### config.mk
export PLATFORM = sky130hd
export DESIGN_NAME = sr_flag_ctrl
export DESIGN_NICKNAME = d
export VERILOG_FILES = /design/src/rtl/sr_ctrl_pkg.sv /design/src/rtl/rr_arbiter.sv /design/src/rtl/sr_flag_ctrl.sv
export SDC_FILE = /design/constraint.sdc
export NUM_CORES = 1
export LEC_CHECK = 0
export CORE_ASPECT_RATIO = 0.7
export CORE_MARGIN = 1
export CORE_UTILIZATION = 54
export CTS_BUF_LIST = sky130_fd_sc_hd__clkbuf_4
export DETAILED_ROUTE_END_ITERATION = 7
export PLACE_DENSITY = 0.9
export SYNTH_ARGS = -nofsm -noshare
export SYNTH_HDL_FRONTEND = slang
export SYNTH_SLANG_ARGS = --single-unit
### constraint.sdc
create_clock -name clk -period 10.7 [get_ports clk]
set_input_delay 2.14 -clock clk [delete_from_list [all_inputs] [get_ports clk]]
set_output_delay 2.14 -clock clk [all_outputs]
set_load 0.01 [all_outputs]
### src/rtl/sr_ctrl_pkg.sv
`default_nettype none
// ============================================================================
// Package  : sr_ctrl_pkg
// Brief    : Shared types and constants for the SR flag-bank sequencer.
// Revision : 1.0 - initial release
// ============================================================================
package sr_ctrl_pkg;

  // Sequencer states: one command moves IDLE -> DRIVE -> CHECK -> IDLE.
  typedef enum logic [1:0] {
    IDLE  = 2'd0,
    DRIVE = 2'd1,
    CHECK = 2'd2
  } state_e;

  // Command opcodes carried on req_op.
  localparam logic OP_SET = 1'b1;
  localparam logic OP_RST = 1'b0;

endpackage
`default_nettype wire

### src/rtl/rr_arbiter.sv
`default_nettype none
// ============================================================================
// Module   : rr_arbiter
// Brief    : Combinational round-robin pick of the first active request at or
//            after the priority pointer; one-hot grant plus encoded index.
// Revision : 1.0 - initial release
// ============================================================================
module rr_arbiter #(
  parameter int NREQ = 4,
  parameter int PW   = (NREQ > 1) ? $clog2(NREQ) : 1
) (
  input  logic [NREQ-1:0] req,
  input  logic [PW-1:0]   ptr,
  output logic [NREQ-1:0] grant,
  output logic [PW-1:0]   grant_idx,
  output logic            grant_vld
);

  // Scan NREQ positions starting at ptr, wrapping, and keep the first hit.
  always_comb begin
    int cand;
    cand      = 0;
    grant     = '0;
    grant_idx = '0;
    grant_vld = 1'b0;
    for (int i = 0; i < NREQ; i++) begin
      cand = (int'(ptr) + i) % NREQ;
      if (!grant_vld && req[PW'(cand)]) begin
        grant_vld          = 1'b1;
        grant[PW'(cand)]   = 1'b1;
        grant_idx          = PW'(cand);
      end
    end
  end

endmodule
`default_nettype wire

### src/rtl/sr_flag_ctrl.sv
`default_nettype none
// ============================================================================
// Module   : sr_flag_ctrl
// Brief    : Round-robin sequencer that writes a bank of SR flops with single
//            S or R pulses, verifies each write by reading Q back, retries a
//            bounded number of times and records a sticky error otherwise.
// Revision : 1.0 - initial release
// ============================================================================
module sr_flag_ctrl
  import sr_ctrl_pkg::*;
#(
  parameter int NREQ      = 4,
  parameter int NFLAG     = 8,
  parameter int IDXW      = 3,
  parameter int MAX_RETRY = 2,
  parameter int REQW      = (NREQ > 1) ? $clog2(NREQ) : 1
) (
  input  logic                 clk,
  input  logic                 rst_n,
  input  logic [NREQ-1:0]      req_valid,
  input  logic [NREQ-1:0]      req_op,
  input  logic [NREQ*IDXW-1:0] req_idx,
  output logic [NREQ-1:0]      req_ready,
  output logic [NFLAG-1:0]     flag_S,
  output logic [NFLAG-1:0]     flag_R,
  input  logic [NFLAG-1:0]     flag_Q,
  output logic                 done,
  output logic [REQW-1:0]      done_req,
  output logic                 err,
  output logic [IDXW-1:0]      err_idx,
  input  logic                 err_clr,
  output logic                 busy
);

  localparam int RW = (MAX_RETRY > 0) ? $clog2(MAX_RETRY + 1) : 1;

  state_e           state_q,   state_d;
  logic             cmd_op_q,  cmd_op_d;
  logic [IDXW-1:0]  cmd_idx_q, cmd_idx_d;
  logic [REQW-1:0]  cmd_req_q, cmd_req_d;
  logic [REQW-1:0]  ptr_q,     ptr_d;
  logic [RW-1:0]    retry_q,   retry_d;
  logic [NFLAG-1:0] flag_S_q,  flag_S_d;
  logic [NFLAG-1:0] flag_R_q,  flag_R_d;
  logic             done_q,    done_d;
  logic [REQW-1:0]  done_req_q, done_req_d;
  logic             err_q,     err_d;
  logic [IDXW-1:0]  err_idx_q, err_idx_d;

  logic [NREQ-1:0]  grant;
  logic [REQW-1:0]  grant_idx;
  logic             grant_vld;
  logic [IDXW-1:0]  sel_idx;
  logic             sel_op;
  logic             sel_in_range;
  logic [NFLAG-1:0] sel_mask;
  logic [NFLAG-1:0] cmd_mask;
  logic             q_match;
  logic             new_err;
  logic [IDXW-1:0]  new_err_idx;

  rr_arbiter #(
    .NREQ (NREQ),
    .PW   (REQW)
  ) u_arb (
    .req       (req_valid),
    .ptr       (ptr_q),
    .grant     (grant),
    .grant_idx (grant_idx),
    .grant_vld (grant_vld)
  );

  // Decode the winning requester's command and the latched command's target.
  always_comb begin
    sel_idx      = req_idx[grant_idx*IDXW +: IDXW];
    sel_op       = req_op[grant_idx];
    sel_in_range = (32'(sel_idx) < NFLAG);
    sel_mask     = NFLAG'(1'b1) << sel_idx;
    cmd_mask     = NFLAG'(1'b1) << cmd_idx_q;
    q_match      = ((flag_Q & cmd_mask) != '0) == cmd_op_q;
  end

  // Next-state, command latch, S/R pulse decode and error bookkeeping.
  always_comb begin
    state_d     = state_q;
    cmd_op_d    = cmd_op_q;
    cmd_idx_d   = cmd_idx_q;
    cmd_req_d   = cmd_req_q;
    ptr_d       = ptr_q;
    retry_d     = retry_q;
    flag_S_d    = '0;
    flag_R_d    = '0;
    done_d      = 1'b0;
    done_req_d  = done_req_q;
    err_d       = err_q;
    err_idx_d   = err_idx_q;
    req_ready   = '0;
    new_err     = 1'b0;
    new_err_idx = '0;

    if (err_clr) begin
      err_d     = 1'b0;
      err_idx_d = '0;
    end

    unique case (state_q)
      IDLE: begin
        if (grant_vld) begin
          // Grant is suppressed while reset is held so no handshake can complete.
          req_ready = rst_n ? grant : '0;
          cmd_op_d  = sel_op;
          cmd_idx_d = sel_idx;
          cmd_req_d = grant_idx;
          ptr_d     = (grant_idx == REQW'(NREQ - 1)) ? '0 : grant_idx + 1'b1;
          if (sel_in_range) begin
            state_d  = DRIVE;
            retry_d  = '0;
            // S/R are registered: loading them now puts the pulse in DRIVE.
            flag_S_d = (sel_op == OP_SET) ? sel_mask : '0;
            flag_R_d = (sel_op == OP_RST) ? sel_mask : '0;
          end else begin
            new_err     = 1'b1;
            new_err_idx = sel_idx;
          end
        end
      end
      DRIVE: begin
        state_d = CHECK;
      end
      CHECK: begin
        if (q_match) begin
          done_d     = 1'b1;
          done_req_d = cmd_req_q;
          retry_d    = '0;
          state_d    = IDLE;
        end else if (32'(retry_q) < MAX_RETRY) begin
          retry_d  = retry_q + 1'b1;
          state_d  = DRIVE;
          flag_S_d = (cmd_op_q == OP_SET) ? cmd_mask : '0;
          flag_R_d = (cmd_op_q == OP_RST) ? cmd_mask : '0;
        end else begin
          new_err     = 1'b1;
          new_err_idx = cmd_idx_q;
          retry_d     = '0;
          state_d     = IDLE;
        end
      end
      default: begin
        state_d = IDLE;
      end
    endcase

    // A new error overrides a same-cycle clear; the index is kept from the
    // first error since the flag was last clear.
    if (new_err) begin
      err_d = 1'b1;
      if (!err_q || err_clr) begin
        err_idx_d = new_err_idx;
      end
    end
  end

  // State and output registers; reset drops any in-flight command.
  always_ff @(posedge clk or negedge rst_n) begin
    if (!rst_n) begin
      state_q    <= IDLE;
      cmd_op_q   <= 1'b0;
      cmd_idx_q  <= '0;
      cmd_req_q  <= '0;
      ptr_q      <= '0;
      retry_q    <= '0;
      flag_S_q   <= '0;
      flag_R_q   <= '0;
      done_q     <= 1'b0;
      done_req_q <= '0;
      err_q      <= 1'b0;
      err_idx_q  <= '0;
    end else begin
      state_q    <= state_d;
      cmd_op_q   <= cmd_op_d;
      cmd_idx_q  <= cmd_idx_d;
      cmd_req_q  <= cmd_req_d;
      ptr_q      <= ptr_d;
      retry_q    <= retry_d;
      flag_S_q   <= flag_S_d;
      flag_R_q   <= flag_R_d;
      done_q     <= done_d;
      done_req_q <= done_req_d;
      err_q      <= err_d;
      err_idx_q  <= err_idx_d;
    end
  end

  assign flag_S   = flag_S_q;
  assign flag_R   = flag_R_q;
  assign done     = done_q;
  assign done_req = done_req_q;
  assign err      = err_q;
  assign err_idx  = err_idx_q;
  assign busy     = (state_q != IDLE);

endmodule
`default_nettype wire

* Word level (Yosys, flattened, before mapping) *
Cells that the tools add are included.

storage, ports and cells
  bits in latches = 0
  bits in read-only memories = 0
  bits in registers = 35
  logic and storage cells = 131
  bits in writable memories = 0
  output and inout port bits = 28
  memories = 0
  input port bits = 31

cells by class
  add/sub/neg operators = 5
  $mul = 1
  equality and inequality tests = 5
  bitwise gates (word level) = 4
  magnitude comparators = 10
  div/mod/pow operators = 0
  shift-type cells = 3
  reductions and logical operators = 20
  multiplexer cells = 71

operators with widths
  kind                 count
  $mux 8               10
  $pmux 8 s2           2
  $mux 4               7
  $mux 1               26
  $mux 2               9
  $mux 3               6
  $lt 2x4->1 const B   4
  $shl 1x3->8 const A  2
  $or 4x4->4           3
  $shiftx 12x5->3      1
  $bmux 1 s2           5
  $and 8x8->8          1
  $demux 1 s2          4
  $ge 2x1->1 const B   4
  $reduce_bool 8->1    1
  $logic_and 1x1->1    7
  $add 2x1->2 const B  3
  $pmux 2 s3           1
  $reduce_and 2->1     3
  $reduce_bool 2->1    3
  $add 2x2->2 const B  2
  $eq 2x2->1 const B   2
  $logic_not 1->1      4
  $mul 2x2->4 const B  1
  8 further kinds      8

* Longest topological paths before layout *
Gate-level depths: netlist of the first run.

  depth after elaboration = 19
  gate-level depth with buffers = 11
  gate-level depth less buffers = 9

* Cells and area by module *
Synthesis of the first run repeated with hierarchy kept, for this count alone.

unflattened totals
  cells, all modules = 211
  area, all modules = 2,194.6 µm²

modules (own cells, without submodules)
  module        cells an instance  area each (µm²)  instances  seq. area each (µm²)
  sr_flag_ctrl  149                1,662.8          1          875.8
  rr_arbiter    62                 531.8            1          0.0

* Worst setup path after synthesis of the first run *
No wires, ideal clock.

  path type = input -> output
  start = input port req_valid[2]
  end = output port req_ready[0]
  stages on the path = 6
  slack = 4,849 ps
  data arrival time = 3,711 ps
  path buffers = 0
  cells stage by stage = mux4_2 -> or3_1 -> o21bai_1 -> inv_1 -> nand2_1 -> nor2_1

between the ends
  cells in the longest elaborated chain, start to end = 16
  elaborated cells on any way between the ends = 32
  classes of those cells = mux (23); bitwise (3); reduce/logical (6)

ends and longest elaborated chain
  what                                       RTL line             text
  from (decl)                                sr_flag_ctrl.sv:20   input logic [NREQ-1:0] req_valid,
  $bmux 1 s2                                 rr_arbiter.sv:28     if (!grant_vld && req[PW'(cand)]) begin
  $mux 1 (not written as such) (2 in a row)  rr_arbiter.sv:28
  $mux 1                                     rr_arbiter.sv:28
  $logic_not 1->1                            rr_arbiter.sv:28
  $logic_and 1x1->1                          rr_arbiter.sv:28
  $mux 1                                     rr_arbiter.sv:28
  $logic_not 1->1                            rr_arbiter.sv:28
  $logic_and 1x1->1                          rr_arbiter.sv:28
  $mux 1                                     rr_arbiter.sv:28
  $logic_not 1->1                            rr_arbiter.sv:28
  $logic_and 1x1->1                          rr_arbiter.sv:28
  $mux 4                                     rr_arbiter.sv:28
  $mux 4                                     sr_flag_ctrl.sv:110  req_ready = rst_n ? grant : '0;
  $mux 4 *                                   sr_flag_ctrl.sv:108  if (grant_vld) begin
  $mux 4 *                                   sr_flag_ctrl.sv:106  unique case (state_q)
  to (decl)                                  sr_flag_ctrl.sv:23   output logic [NREQ-1:0] req_ready,

Every way passes the cells marked *; elsewhere a longest branch is shown, timed or not. The select of a mux whose other input is x is not followed.

* Worst setup path in the final report of the first run *
  start = input port req_valid[0]
  end = output port req_ready[1]

Same word-level chain as after synthesis.

==> results.tsv, run 1 <==
metric	value	unit
status	complete, no violations	
power_leakage	1.185	nW
antenna_left	0	
die_area	4260	um^2
drt_wl_total	5.159	mm
place_congestion	0.8878	
fin_setup_tns	0	ns
cp_data_required_time	8.56	ns
synthCells	212	
cap_violations	0	
cts_setup_buffers	0	
drt_iter0_drc	114	
design.core.area	3671	um^2
grt_pass1_vias	1780	
holdPathStages	2	
grt_overflow	0	
cp_max_fo	15	
synth.distinct_cells	45	
start_util	58.83	%
clock_latency	0.34	ns
reg2reg_depth	9	
grt_pass1_wl	8.535	mm
synthToLayoutAreaGrowth	33.02	%
ys_ff_latch	35	
clockRootBuffer	clkbuf_4	
finClkSkew	0.009988	ns
ys_warn_count	0	
via_per_inst	6.062	
powerDensity	309.3	nW/um^2
crit_type	primary input to primary output	
synth-edff-count	0	
cts.clk_slew.worst_paths	0.10	ns
tritoncts	done	
vias	1952	
fin_total_pwr	888.7	uW
post-dp-hpwl	4.016	mm
cts_buffer_depth	2	
htree_levels	2	
io_buffers	58	
setup_viol	0	
drc_errors	0	
track_usage	27.28	%
rsz0062_at_grt	false	
antenna_found_initial	0	
ys_async_sr_fraction	100.0	%
report.final.slew_viol_count	0	
period_share	71.48	%
cp.arrival	5.51	ns
fin_crit	7.648	ns
cts_resized	0	
first_pass_iters	4	
ioPinCount	59	
critPathCaptureType	primary output	
cts_sinks	35	
ys.flop_type	dfrtp_1	
tightestPinTransition	0.9089	ns
critPathLaunchType	primary input	
num_antenna_cells	0	
finalHoldViolCount	0	
grt_max_degree	37	
hold_buffers	0	
die_w	77.59	um
routedWlPerCell	16.02	um
syn_area_per_cell	10.19	um^2
hold_path.class	register to register	
num_rows	18	
drive_above_1_share	11.40	%
synth_nets	251	
die_y	54.91	um
syn-cell-area	2160	um^2
fin_nets	310	
r2r_slack	6.32	ns
relSlewSlack	39.28	%
yosysSeqAreaShare	40.56	%
fmax	130.7	MHz
cts_buffers	5	
ir_worst_vdd	208.5	uV
-- registers in the layout, summed over array words and instances (netlist names) --
register   flops
retry_q        2
cmd_op_q       1
state_q        2
cmd_idx_q      3
flag_R         8
flag_S         8
err_idx        3
done_req       2
ptr_q          2
err            1
cmd_req_q      2
done           1
-- final cells by class --
| class | count | area [um^2] |
|---|---|---|
| Tap cell | 50 | 62.56 |
| Timing Repair Buffer | 59 | 588.1 |
| Inverter | 8 | 30.03 |
| Sequential cell | 35 | 875.8 |
| Clock buffer | 5 | 37.54 |
| Clock inverter | 3 | 67.56 |
| Multi-Input combinational cell | 162 | 1211 |
| Fill cell | 251 | 798.3 |
-- synth_stat cells (4+ instances only) --
cell	n	share of area (%)
dfrtp_1	35	41
nand2_1	17	3.0
o21ai_0	13	3.0
o22ai_1	13	3.8
nor2_1	10	1.7
nand2b_1	9	2.6
ha_1	8	4.6
inv_1	8	1.4
nand3_1	8	1.9
mux4_2	6	6.3
mux2_2	5	2.6
o211ai_1	5	1.7
a221oi_1	4	1.6
and3_1	4	1.2
clkbuf_1	4	0.70
mux2i_1	4	1.9
nor2b_1	4	1.2
nor3_1	4	0.93
o22ai_2	4	2.3
or3_1	4	1.2
-- cells in the final DEF, fill, tap and decap left out, types with 4 or more instances in the layout --
master,instances
or3_1,4
clkbuf_4,5
clkdlybuf4s50_1,58
nand2b_1,9
and3_1,4
nand3_1,8
o22ai_2,4
nor2b_1,4
o22ai_1,13
dfrtp_1,35
mux2_2,5
a221oi_1,4
ha_1,8
mux2i_1,4
inv_1,8
nand2_1,17
o21ai_0,13
nor2_1,10
nor3_1,4
o211ai_1,5
mux4_2,6
-- final timing paths --
path | to | startpoint
setup / recovery | req_ready[1] | req_valid[0]
hold / removal | cmd_req_q[1] | cmd_req_q[1]
setup reg to reg | flag_R[7] | ptr_q[0]
hold reg to reg | cmd_req_q[1] | cmd_req_q[1]
max in group asynchronous | flag_R[4] | rst_n
min in group asynchronous | cmd_op_q | rst_n
-- where the power goes --
group | total, mW | internal (mW) | switching (mW)
registers | 0.228 | 0.179 | 0.0487
logic | 0.544 | 0.252 | 0.292
clock network | 0.117 | 0.0726 | 0.0444
-- cell families after synthesis --
logic type / Yosys count / share of synthesized area [%]
DFF: 35 / 40.56
buffers and inverters: 15 / 3.360
and+or+nand+nor: 72 / 17.84
xor gates and xnor gates: 1 / 0.4056
adders and majority gates: 8 / 4.635
muxes: 15 / 10.72
AOI/OAI and AO/OA: 66 / 22.48
-- metrics by stage --
step | instance area [um^2] | hold WS [ns] | setup slack (ns) | utilization (%) | instances
2_1_floorplan | 2160 | 0.4421 | 4.849 | - | 212
3_3_place_gp | 2768 | 0.4779 | 3.238 | 75.39 | 314
3_5_place_dp | 2768 | 0.4782 | 3.067 | 75.39 | 314
4_1_cts | 2873 | 0.5015 | 3.077 | 78.25 | 322
5_1_grt | 2873 | 0.5454 | 2.803 | 78.25 | 322
6_report | 2873 | 0.4972 | 3.052 | 78.25 | 322
-- critical path, stage by stage --
cell and delay, ns:
clkdlybuf4s50_1 0.54, mux4_2 0.64, or3_1 0.48, o21bai_1 0.75
inv_1 0.22, nand2_1 0.18, nor2_1 0.06, clkdlybuf4s50_1 0.48
-- layer usage --
layer	wire length, um	global-route usage [%]	up-vias
met5	0	0	-
met1	2355	35.24	939
met4	61	10.69	0
met2	2374	45.87	85
li1	-	-	922
met3	367	6.557	6
Note: power is estimated with default switching activity, not from simulation.
==> run 2: changes to the inputs <==
- CORE_UTILIZATION: 54 -> 50
- PLACE_DENSITY: 0.9 -> 0.85
- clock period: 10.7 -> 7.6 ns (I/O delays scaled with it)
==> results.tsv, run 2 (same netlist as run 1, synthesis figures left out) <==
metric	value	unit
status	complete, no violations	
vias	1934	
crit_chain	clkdlybuf4s50_1 -> mux4_2 -> or3_1 -> o21bai_1 -> buf_4 -> inv_1 -> nand2_1 -> nor2_1 -> clkdlybuf4s50_1	
crit_path_top_delay_cell	mux4_2	
die_y	56.99	um
cts_sinks	35	
drive_above_1_share	11.03	%
cp_max_fo	15	
cap_violations	0	
drt_iter0_drc	127	
grt_pass1_vias	1762	
synthToLayoutAreaGrowth	30.76	%
path_delay_family	buffers and inverters	
track_usage	23.09	%
globalRouteMet1Util	33.05	%
use_met2	34.50	%
place_ws	1.778	ns
fin_util	70.29	%
period_share	76.74	%
clock_latency	0.34	ns
cts_setup_buffers	0	
cp.arrival	4.31	ns
fin_nets	311	
critPathLaunchType	primary input	
finalHoldViolCount	0	
die_area	4590	um^2
cp_data_required_time	6.08	ns
sw_frac_of_total	45.24	%
fmax	171.5	MHz
p_int	643.1	uW
seqPwrFrac	27.1	%
ir_worst_vdd	249.9	uV
layout_common_cells	clkdlybuf4s50_1 (58), dfrtp_1 (35), nand2_1 (17)	
hold_path.class	register to register	
cts_resized	0	
cp.buffers_inverters	4	
design.core.area	4018	um^2
antenna_left	0	
die_w	80.55	um
setup_viol	0	
report.final.slew_viol_count	0	
final_common_cell	clkdlybuf4s50_1	
fin_total_pwr	1.174	mW
power_leakage	1.166	nW
routedWlPerCell	15.31	um
powerDensity	415.9	nW/um^2
hold_buffers	0	
grt_max_degree	37	
grt_pass1_wl	8.128	mm
cpMostUsedCell	clkdlybuf4s50_1	
num_antenna_cells	0	
drt_wl_total	4.962	mm
critPathCaptureType	primary output	
fin_crit	5.832	ns
ioPinCount	59	
io_buffers	58	
tritoncts	done	
via_per_inst	5.969	
drc_errors	0	
htree_levels	2	
cts.clk_slew.worst_paths	0.10	ns
post-dp-hpwl	3.887	mm
p_switching	531.3	uW
clockRootBuffer	clkbuf_4	
relSlewSlack	59.81	%
tightestPinTransition	0.6029	ns
use_met3	6.080	%
antenna_found_initial	0	
cts_buffers	5	
top_usage_layer	met2	
grt_overflow	0	
rsz0062_at_grt	false	
cts_buffer_depth	2	
crit_type	primary input to primary output	
finClkSkew	0.01408	ns
combPwrFrac	65.3	%
place_congestion	0.8238	
first_pass_iters	4	
worst_slack	1.768	ns
start_util	53.75	%
num_rows	19	
fin_setup_tns	0	ns
clkPwrFrac	7.6	%
max_stage_delay	0.63	ns
==> run 2: changes by cell type in the layout (fill, tap and decap cells not counted), sizes merged <==
cell,delta
buf,+1
bufinv,-2
clkinv,+2
clkinvlp,-1
==> run 2: area by class of cell <==
type / instances / area, um^2
Multi-Input combinational cell: 162 / 1211
Fill cell: 298 / 1194
Sequential cell: 35 / 875.8
Timing Repair Buffer: 60 / 595.6
Tap cell: 52 / 65.06
Clock buffer: 5 / 37.54
Inverter: 8 / 30.03
Clock inverter: 2 / 8.758
==> run 2: power groups by stage <==
stage	logic, mW	clock network [mW]	registers [mW]
global placement	0.738	0	0.319
CTS	0.759	0.0913	0.318
detailed placement	0.757	0	0.322
floorplan	0.556	0	0.309
finish	0.767	0.0891	0.318
global route	0.833	0.0999	0.329
==> run 2: final timing paths <==
| path | from | endpoint | slack, ns | cells after the start |
|---|---|---|---|---|
| min | state_q[1] | state_q[1] | 0.50 | 1 |
| max in group asynchronous | rst_n | flag_R[1] | 5.71 | 2 |
| min in group asynchronous | rst_n | err_idx[1] | 1.58 | 2 |
| min reg2reg | state_q[1] | state_q[1] | 0.50 | 1 |
| max reg2reg | ptr_q[0] | flag_S[3] | 3.51 | 9 |
| max | req_valid[0] | req_ready[1] | 1.77 | 9 |
==> run 2: stage by stage <==
stage	area (um^2)	cells	hold WS, ns
detailed placement	2778	317	0.4887
CTS	2824	324	0.4998
floorplan	2160	212	0.4421
finish	2824	324	0.5037
global route	2824	324	0.5262
global placement	2778	317	0.4827
==> run 2: metal layers <==
layer / part of all wire [%] / up-vias
met4: 1.6 / 0
met5: 0 / -
li1: - / 922
met2: 43 / 95
met3: 10 / 8
met1: 45 / 909
